--- config.mk ---
export PLATFORM = sky130hd
export DESIGN_NAME = mem_access_arbiter
export DESIGN_NICKNAME = d
export VERILOG_FILES = /design/src/rtl/mem_access_arbiter_pkg.sv /design/src/rtl/mem_access_arbiter_rr_pick2.sv /design/src/rtl/mem_access_arbiter.sv
export SDC_FILE = /design/constraint.sdc
export NUM_CORES = 1
export LEC_CHECK = 0
export CAP_MARGIN = 20
export CORE_MARGIN = 2
export CORE_UTILIZATION = 40
export CTS_CLUSTER_DIAMETER = 30
export DETAILED_ROUTE_END_ITERATION = 10
export PLACE_DENSITY_LB_ADDON = 0.08
export SYNTH_ARGS = -nofsm -noshare
export SYNTH_HDL_FRONTEND = slang
export SYNTH_SLANG_ARGS = --single-unit
--- constraint.sdc ---
create_clock -name Clk -period 1.8 [get_ports Clk]
set_input_delay 0.54 -clock Clk [delete_from_list [all_inputs] [get_ports Clk]]
set_output_delay 0.54 -clock Clk [all_outputs]
set_load 0.01 [all_outputs]
--- src/rtl/mem_access_arbiter_pkg.sv ---
// Shared types and constants for the two-requester memory access arbiter.
package mem_arb_pkg;

    typedef enum logic [1:0] {
        ST_IDLE   = 2'b00,
        ST_ACCESS = 2'b01,
        ST_DONE   = 2'b10
    } state_e;

    localparam logic RW_READ  = 1'b1;
    localparam logic RW_WRITE = 1'b0;

    // Access counter is sized for the largest supported MEM_LAT.
    localparam int unsigned MEM_LAT_MAX = 15;
    localparam int unsigned CNT_W       = 4;

endpackage

--- src/rtl/mem_access_arbiter_rr_pick2.sv ---
// Two-way round-robin pick: a lone requester wins, a tie goes to the one not served last.
module rr_pick2
    import mem_arb_pkg::*;
(
    input  logic Req0,
    input  logic Req1,
    input  logic Last,
    output logic Valid,
    output logic Winner
);

    always_comb begin
        Valid  = Req0 | Req1;
        Winner = (Req0 & Req1) ? ~Last : Req1;
    end

endmodule

--- src/rtl/mem_access_arbiter.sv ---
// Round-robin arbiter sharing one fixed-latency memory port between two requesters.
module mem_access_arbiter
    import mem_arb_pkg::*;
#(
    parameter int unsigned ADDR_W  = 8,
    parameter int unsigned DATA_W  = 8,
    parameter int unsigned MEM_LAT = 2
) (
    input  logic              Clk,
    input  logic              Reset,
    input  logic              Req0,
    input  logic              RW0,
    input  logic [ADDR_W-1:0] Addr0,
    input  logic [DATA_W-1:0] WData0,
    input  logic              Req1,
    input  logic              RW1,
    input  logic [ADDR_W-1:0] Addr1,
    input  logic [DATA_W-1:0] WData1,
    output logic              Gnt0,
    output logic              Gnt1,
    output logic              Done0,
    output logic              Done1,
    output logic [DATA_W-1:0] RData,
    output logic              Busy,
    output logic              AccessMem,
    output logic              RWMem,
    output logic [ADDR_W-1:0] MemAddr,
    output logic [DATA_W-1:0] MemWData,
    input  logic [DATA_W-1:0] MemRData
);

    localparam logic [CNT_W-1:0] LAST_CNT = CNT_W'(MEM_LAT - 1);

    state_e              state_q, state_d;
    logic [CNT_W-1:0]    cnt_q, cnt_d;
    logic                last_q, last_d;
    logic                win_q, win_d;
    logic                gnt0_q, gnt0_d;
    logic                gnt1_q, gnt1_d;
    logic                done0_q, done0_d;
    logic                done1_q, done1_d;
    logic                busy_q, busy_d;
    logic                access_q, access_d;
    logic                rwmem_q, rwmem_d;
    logic [ADDR_W-1:0]   addr_q, addr_d;
    logic [DATA_W-1:0]   wdata_q, wdata_d;
    logic [DATA_W-1:0]   rdata_q, rdata_d;

    logic                pick_valid;
    logic                pick_winner;
    logic                cnt_last;

    rr_pick2 u_pick (
        .Req0   (Req0),
        .Req1   (Req1),
        .Last   (last_q),
        .Valid  (pick_valid),
        .Winner (pick_winner)
    );

    assign cnt_last = (cnt_q == LAST_CNT);

    // State register (all registered outputs and datapath latches live here too)
    always_ff @(posedge Clk or posedge Reset) begin
        if (Reset) begin
            state_q  <= ST_IDLE;
            cnt_q    <= '0;
            last_q   <= 1'b1;
            win_q    <= 1'b0;
            gnt0_q   <= 1'b0;
            gnt1_q   <= 1'b0;
            done0_q  <= 1'b0;
            done1_q  <= 1'b0;
            busy_q   <= 1'b0;
            access_q <= 1'b0;
            rwmem_q  <= 1'b0;
            addr_q   <= '0;
            wdata_q  <= '0;
            rdata_q  <= '0;
        end else begin
            state_q  <= state_d;
            cnt_q    <= cnt_d;
            last_q   <= last_d;
            win_q    <= win_d;
            gnt0_q   <= gnt0_d;
            gnt1_q   <= gnt1_d;
            done0_q  <= done0_d;
            done1_q  <= done1_d;
            busy_q   <= busy_d;
            access_q <= access_d;
            rwmem_q  <= rwmem_d;
            addr_q   <= addr_d;
            wdata_q  <= wdata_d;
            rdata_q  <= rdata_d;
        end
    end

    // Next-state logic
    always_comb begin
        state_d = state_q;
        case (state_q)
            ST_IDLE:   if (pick_valid) state_d = ST_ACCESS;
            ST_ACCESS: if (cnt_last)   state_d = ST_DONE;
            ST_DONE:   state_d = ST_IDLE;
            default:   state_d = ST_IDLE;
        endcase
    end

    // Output and datapath logic
    always_comb begin
        cnt_d    = cnt_q;
        last_d   = last_q;
        win_d    = win_q;
        gnt0_d   = 1'b0;
        gnt1_d   = 1'b0;
        done0_d  = 1'b0;
        done1_d  = 1'b0;
        busy_d   = busy_q;
        access_d = access_q;
        rwmem_d  = rwmem_q;
        addr_d   = addr_q;
        wdata_d  = wdata_q;
        rdata_d  = rdata_q;
        case (state_q)
            ST_IDLE: begin
                busy_d   = 1'b0;
                access_d = 1'b0;
                if (pick_valid) begin
                    win_d    = pick_winner;
                    gnt0_d   = ~pick_winner;
                    gnt1_d   = pick_winner;
                    busy_d   = 1'b1;
                    access_d = 1'b1;
                    cnt_d    = '0;
                    rwmem_d  = pick_winner ? RW1    : RW0;
                    addr_d   = pick_winner ? Addr1  : Addr0;
                    wdata_d  = pick_winner ? WData1 : WData0;
                end
            end
            ST_ACCESS: begin
                cnt_d = cnt_q + 1'b1;
                // Memory data is only valid in the final strobe cycle, so capture here.
                if (cnt_last) begin
                    cnt_d    = '0;
                    access_d = 1'b0;
                    done0_d  = ~win_q;
                    done1_d  = win_q;
                    if (rwmem_q == RW_READ) rdata_d = MemRData;
                end
            end
            ST_DONE: begin
                busy_d = 1'b0;
                last_d = win_q;
            end
            default: begin
                busy_d   = 1'b0;
                access_d = 1'b0;
            end
        endcase
    end

    assign Gnt0      = gnt0_q;
    assign Gnt1      = gnt1_q;
    assign Done0     = done0_q;
    assign Done1     = done1_q;
    assign RData     = rdata_q;
    assign Busy      = busy_q;
    assign AccessMem = access_q;
    assign RWMem     = rwmem_q;
    assign MemAddr   = addr_q;
    assign MemWData  = wdata_q;

endmodule

Word-level counts from Yosys, hierarchy flattened
Cells that the tools add are included.
{ "totals": {"ff_bits": 39, "input_bits": 46, "out_inout_bits": 31, "wordCells": 55} }
{ "classes": {"addsub": 1, "n_eq_ne": 5, "muxes": 22, "bitwise": 6, "reduce_logical": 7} }
{ "op_table": {"columns": ["operator", "n"], "rows": [
  ["$mux 8", 2],
  ["$mux 1", 12],
  ["$mux 4", 2],
  ["$pmux 4 s2", 1],
  ["$reduce_and 2->1", 4],
  ["$add 4x1->4 const B", 1],
  ["$eq 4x1->1 const B", 1],
  ["$mux 2", 2],
  ["$ne 2x2->1 const B", 2],
  ["$not 1->1", 4],
  ["$pmux 2 s2", 1],
  ["$pmux 1 s3", 1],
  ["$reduce_and 3->1", 1],
  ["$eq 2x1->1 const B", 1],
  ["$eq 2x2->1 const B", 1],
  ["$logic_not 2->1", 1],
  ["$pmux 1 s2", 1],
  ["$reduce_bool 2->1", 1],
  ["$and 1x1->1", 1],
  ["$or 1x1->1", 1]
]} }

Logic depth before layout (Yosys ltp)
{ "depth": {"depth_word": 5, "mapped_depth": 5, "depth_no_buf": 5} }

By module
Synthesis repeated with hierarchy kept, for this count alone.
{ "hier_totals": {"hier_cells": 146, "area_unflattened_um2": 1739.2} }
{ "modules_own_cells": {"columns": ["module", "n_inst", "cells_each", "area_per_inst_um2", "seq_area_each_um2"], "rows": [
  ["mem_access_arbiter", 1, 144, 1725.4, 977.2],
  ["rr_pick2", 1, 2, 13.8, 0.0]
]} }

Worst setup path after synthesis
OpenSTA, ideal clock, no wires.
{ "synth_path": {"kind": "input port to flip-flop", "from": "in Req1", "to": "reg addr_q[0], in the netlist MemAddr[0]", "setup_ns": 0.125, "arrival_time_ns": 1.500, "required_ns": 1.675, "path_slack_ns": 0.175, "path_stages": 5, "path_buffers": 2, "path_cell_list": "a21boi_2 > buf_6 > buf_12 > mux2_4 > mux2_4"} }
{ "synth_between": {"elab_chain_len": 3, "word_cells_on_any_way": 5, "cone_classes": "mux: 2; bitwise: 2; reduce/logical: 1"} }
{ "synth_lines": {"columns": ["item", "line", "text"], "rows": [
  ["start, declared", "mem_access_arbiter.sv:15", "input logic Req1,"],
  ["$and 1x1->1", "mem_access_arbiter_rr_pick2.sv:14", "Winner = (Req0 & Req1) ? ~Last : Req1;"],
  ["$mux 1", "mem_access_arbiter_rr_pick2.sv:14", null],
  ["$mux 8", "mem_access_arbiter.sv:136", "addr_d = pick_winner ? Addr1 : Addr0;"],
  ["end signal, assigned", "mem_access_arbiter.sv:92", "addr_q <= addr_d;"],
  ["end, declared", "mem_access_arbiter.sv:45", "logic [ADDR_W-1:0] addr_q, addr_d;"]
]} }
Several ways; a longest one is shown, not always the timed one.
A chain may end at the register's enable or synchronous reset.

Worst setup path in the final report
{ "layout_path": {"from": "reg addr_q[3], in the netlist MemAddr[3]", "to": "out MemAddr[3]"} }
{ "layout_lines": {"columns": ["item", "line", "text"], "rows": [
  ["end, declared", "mem_access_arbiter.sv:27", "output logic [ADDR_W-1:0] MemAddr,"]
]} }
No word-level cell between the ends.

==> run_results.csv <==
group,metric,value,unit
pwr,ir_worst_vdd,0.6942,mV
placement,port-buffer-count,76,
cells_and_area,nNetsFinal,265,
cts,clockRootBuffer,"clkbuf_8",
pwr,power_leakage,1.253,nW
global_route,grt_use_total,16.68,%
placement,dp_hpwl,3.014,mm
outcome,status,"complete, no violations",
timing,fmax,0.5733,GHz
cts,post_cts_buffers,0,
cells_and_area,layout.cells.non_filler,270,
synthesis,yosysUniqueCellTypes,31,
worst_setup_path,path_cells,"clkdlybuf4s50_1",
timing,clock_skew,3.848,ps
global_route,antenna_found_initial,0,
synthesis,synthTopCellsByCount,"38 x dfrtp_1, 26 x mux2_2, 16 x mux2_4",
global_route,overflow,0,
worst_setup_path,crit_type,"reg2out",
route,first_pass_iters,4,
route,final_antenna_net_count,0,
placement,place_congestion,0.7526,
synthesis,synth-edff-count,0,
synthesis,synth-seq-cells,39,
worst_setup_path,slowest_stage,"clkdlybuf4s50_1",
synthesis,synth-xor-area-share,0,%
cts,cts-htree-levels,2,
timing,setup_viol,0,
synthesis,synth_warnings,0,
timing,timing.slew.headroom,77.78,%
timing,hold_viol,0,
placement,dpl.cell_count,261,
route,drcViolationCount,0,
synthesis,synth_area_leaders,"dfrtp_1 52%, mux2_2 16%, mux2_4 13%",
synthesis,synth_top_family_by_area,"multiplexers",
route,drtIter0Drc,49,
synthesis,synth_compound_area_share,4.948,%
route,finalWirelength,4.031,mm
timing,maxSlewViolCount,0,
synthesis,synthSimpleGateAreaFrac,6.460,%
cts,cts_buffers,5,
job,maxCapViolations,0,
placement,place_area,0.002681,sq mm
global_route,grt_max_degree,26,
floorplanning,rows,24,
synthesis,ys.flop_type,"dfrtp_1",
pwr,powerDensity,1558,mW/mm^2
synthesis,netlist.area_leader.share,52.23,%
worst_setup_path,critPathBufInv,1,
cts,cts_buffer_depth,2,
cells_and_area,final_layout_size_suffix_gt1_share,31.65,%
cts,worstSkewPairLatency,290,ps
cts,cts_tree,"done",
floorplanning,core,0.004384,sq mm
global_route,grt_pass1_wl,6.596,mm
cells_and_area,antenna_cells,0,
timing,fin_crit_sh,96.90,%
global_route,grt_pass1_vias,1364,
worst_setup_path,critPathMaxStageDelay,550,ps
synthesis,synthMuxAreaShare,29.90,%
min_path,min_path_type,"reg2reg",
route,via_per_inst,4.896,
worst_setup_path,worstPathRequired,1260,ps
floorplanning,die_h,71.46,microns
synthesis,post-synth-top-count-cell,"dfrtp_1",
floorplanning,io_pins,77,
floorplanning,die_area,0.005107,sq mm
cts,numClockSinks,39,
pwr,power,4.407,mW
cts,cts_hold_buffers,0,
route,via_count,1322,
worst_setup_path,path_max_fanout,2,
worst_setup_path,critPathCaptureType,"output pin",
worst_setup_path,cp.arrival,1200,ps
synthesis,synth.avg_cell_area,14.45,sq um
worst_setup_path,start_kind,"flip-flop",
synthesis,synth_top_area_cell,"dfrtp_1",
synthesis,synth_cells,126,
floorplanning,die_w,71.46,microns
cells_and_area,fin_area,0.002828,sq mm
timing,fin_crit,1744,ps
synthesis,netlist_area,0.001820,sq mm
worst_setup_path,cp_top_family,"buffers and inverters",
timing,worstMarginPinSlew,333.2,ps
route,wl_per_cell,14.93,microns
synthesis,mappedNetlistNets,174,
synthesis,synthAdderAreaFrac,1.375,%
synthesis,ys_seq_area_share,53.68,%
cells_and_area,syn2layout_area_growth,55.33,%
synthesis,async_flop_share,100.0,%
cts,clk_pin_slew_worst_paths,80,ps
timing,rsz0062_at_grt,"false",
floorplanning,start_util,41.52,%
[state kept, by name, summed over array words and instances (netlist names), 2 cells and up]
register,flops
state_q,2
RData,8
MemWData,8
cnt_q,4
MemAddr,8
[final cells by class]
| cell class | count | area [sq um] |
|---|---|---|
| fill | 346 | 1556 |
| sequential | 39 | 977.2 |
| clock buffer | 6 | 82.58 |
| inverter | 3 | 11.26 |
| multi-input combinational | 79 | 784.5 |
| clock inverter | 2 | 35.03 |
| tap | 52 | 65.06 |
| timing repair buffer | 89 | 872.1 |
[cells in the final DEF (no fill, tap or decap)]
master           netlist  layout
a21boi_4               0       1
a21o_1                 1       1
a21oi_1                1       1
and2_1                 1       1
and2_2                 1       1
and3_1                 1       1
buf_4                  1      11
buf_6                  2       1
buf_8                  0       1
bufinv_16              0       1
clkbuf_8               0       6
clkdlybuf4s50_1        0      72
clkinv_2               0       1
dfrtp_1               38      38
dfstp_2                1       1
dlygate4sd2_1          0       2
dlymetal6s2s_1         0       2
ha_1                   2       2
inv_1                  3       3
mux2_1                 1       1
mux2_2                26      26
mux2_4                16      16
nand2_1                2       2
nand3_1                3       3
nand3_2                1       1
nor2_1                 3       3
nor2b_1                3       3
nor3_1                 1       1
nor3b_1                2       2
o211ai_1               1       1
o21a_1                 2       2
o21ai_0                6       6
o22ai_1                1       1
o31ai_1                1       1
or2_2                  1       1
or3b_2                 1       1
[cells by family after synthesis]
group / Yosys count
mux: 43
flops: 39
simple gates: 20
compound gates: 14
buf+inv: 8
fa+ha+maj: 2
[metal layers]
metal | wire [microns] | share of wire, % | vias to the layer above | GRT usage [%]
met5 | 0 | 0 | - | 0
met4 | 40 | 0.99 | 0 | 4.403
met3 | 303 | 7.5 | 6 | 6.470
met2 | 1984 | 49 | 48 | 27.26
met1 | 1702 | 42 | 639 | 20.75
li1 | - | - | 629 | -
[timing repair]
action                                  CTS  global route
endpoints found under the setup margin   17             2
gates cloned                              1             0
resized for setup                         7             2
pin swaps                                 1             0
[power by group]
group          switching, mW  internal [mW]
sequential             0.255           1.30
clock                  0.299          0.448
combinational          0.765           1.34
[stage by stage]
step	worst slack, ps	hold slack (ps)	setup TNS (ps)	util [%]
floorplan	175.0	433.1	0	-
finish	55.71	481.0	0	64.50
detailed placement	-370.7	478.5	-6021	61.16
global placement	-320.5	477.6	-5298	61.16
CTS	13.77	487.4	0	64.38
global route	7.925	510.6	0	64.50
[final timing paths]
kind | slack [ps] | cells past startpoint | end | from
max | 60 | 1 | MemAddr[3] | MemAddr[3]
min | 480 | 1 | Done0 | win_q
max reg2reg | 130 | 6 | RData[0] | cnt_q[1]
min reg2reg | 480 | 1 | Done0 | win_q
max in group asynchronous | 880 | 3 | last_q | Reset
min in group asynchronous | 560 | 3 | MemWData[5] | Reset
Note: power is estimated with default switching activity, not from simulation.
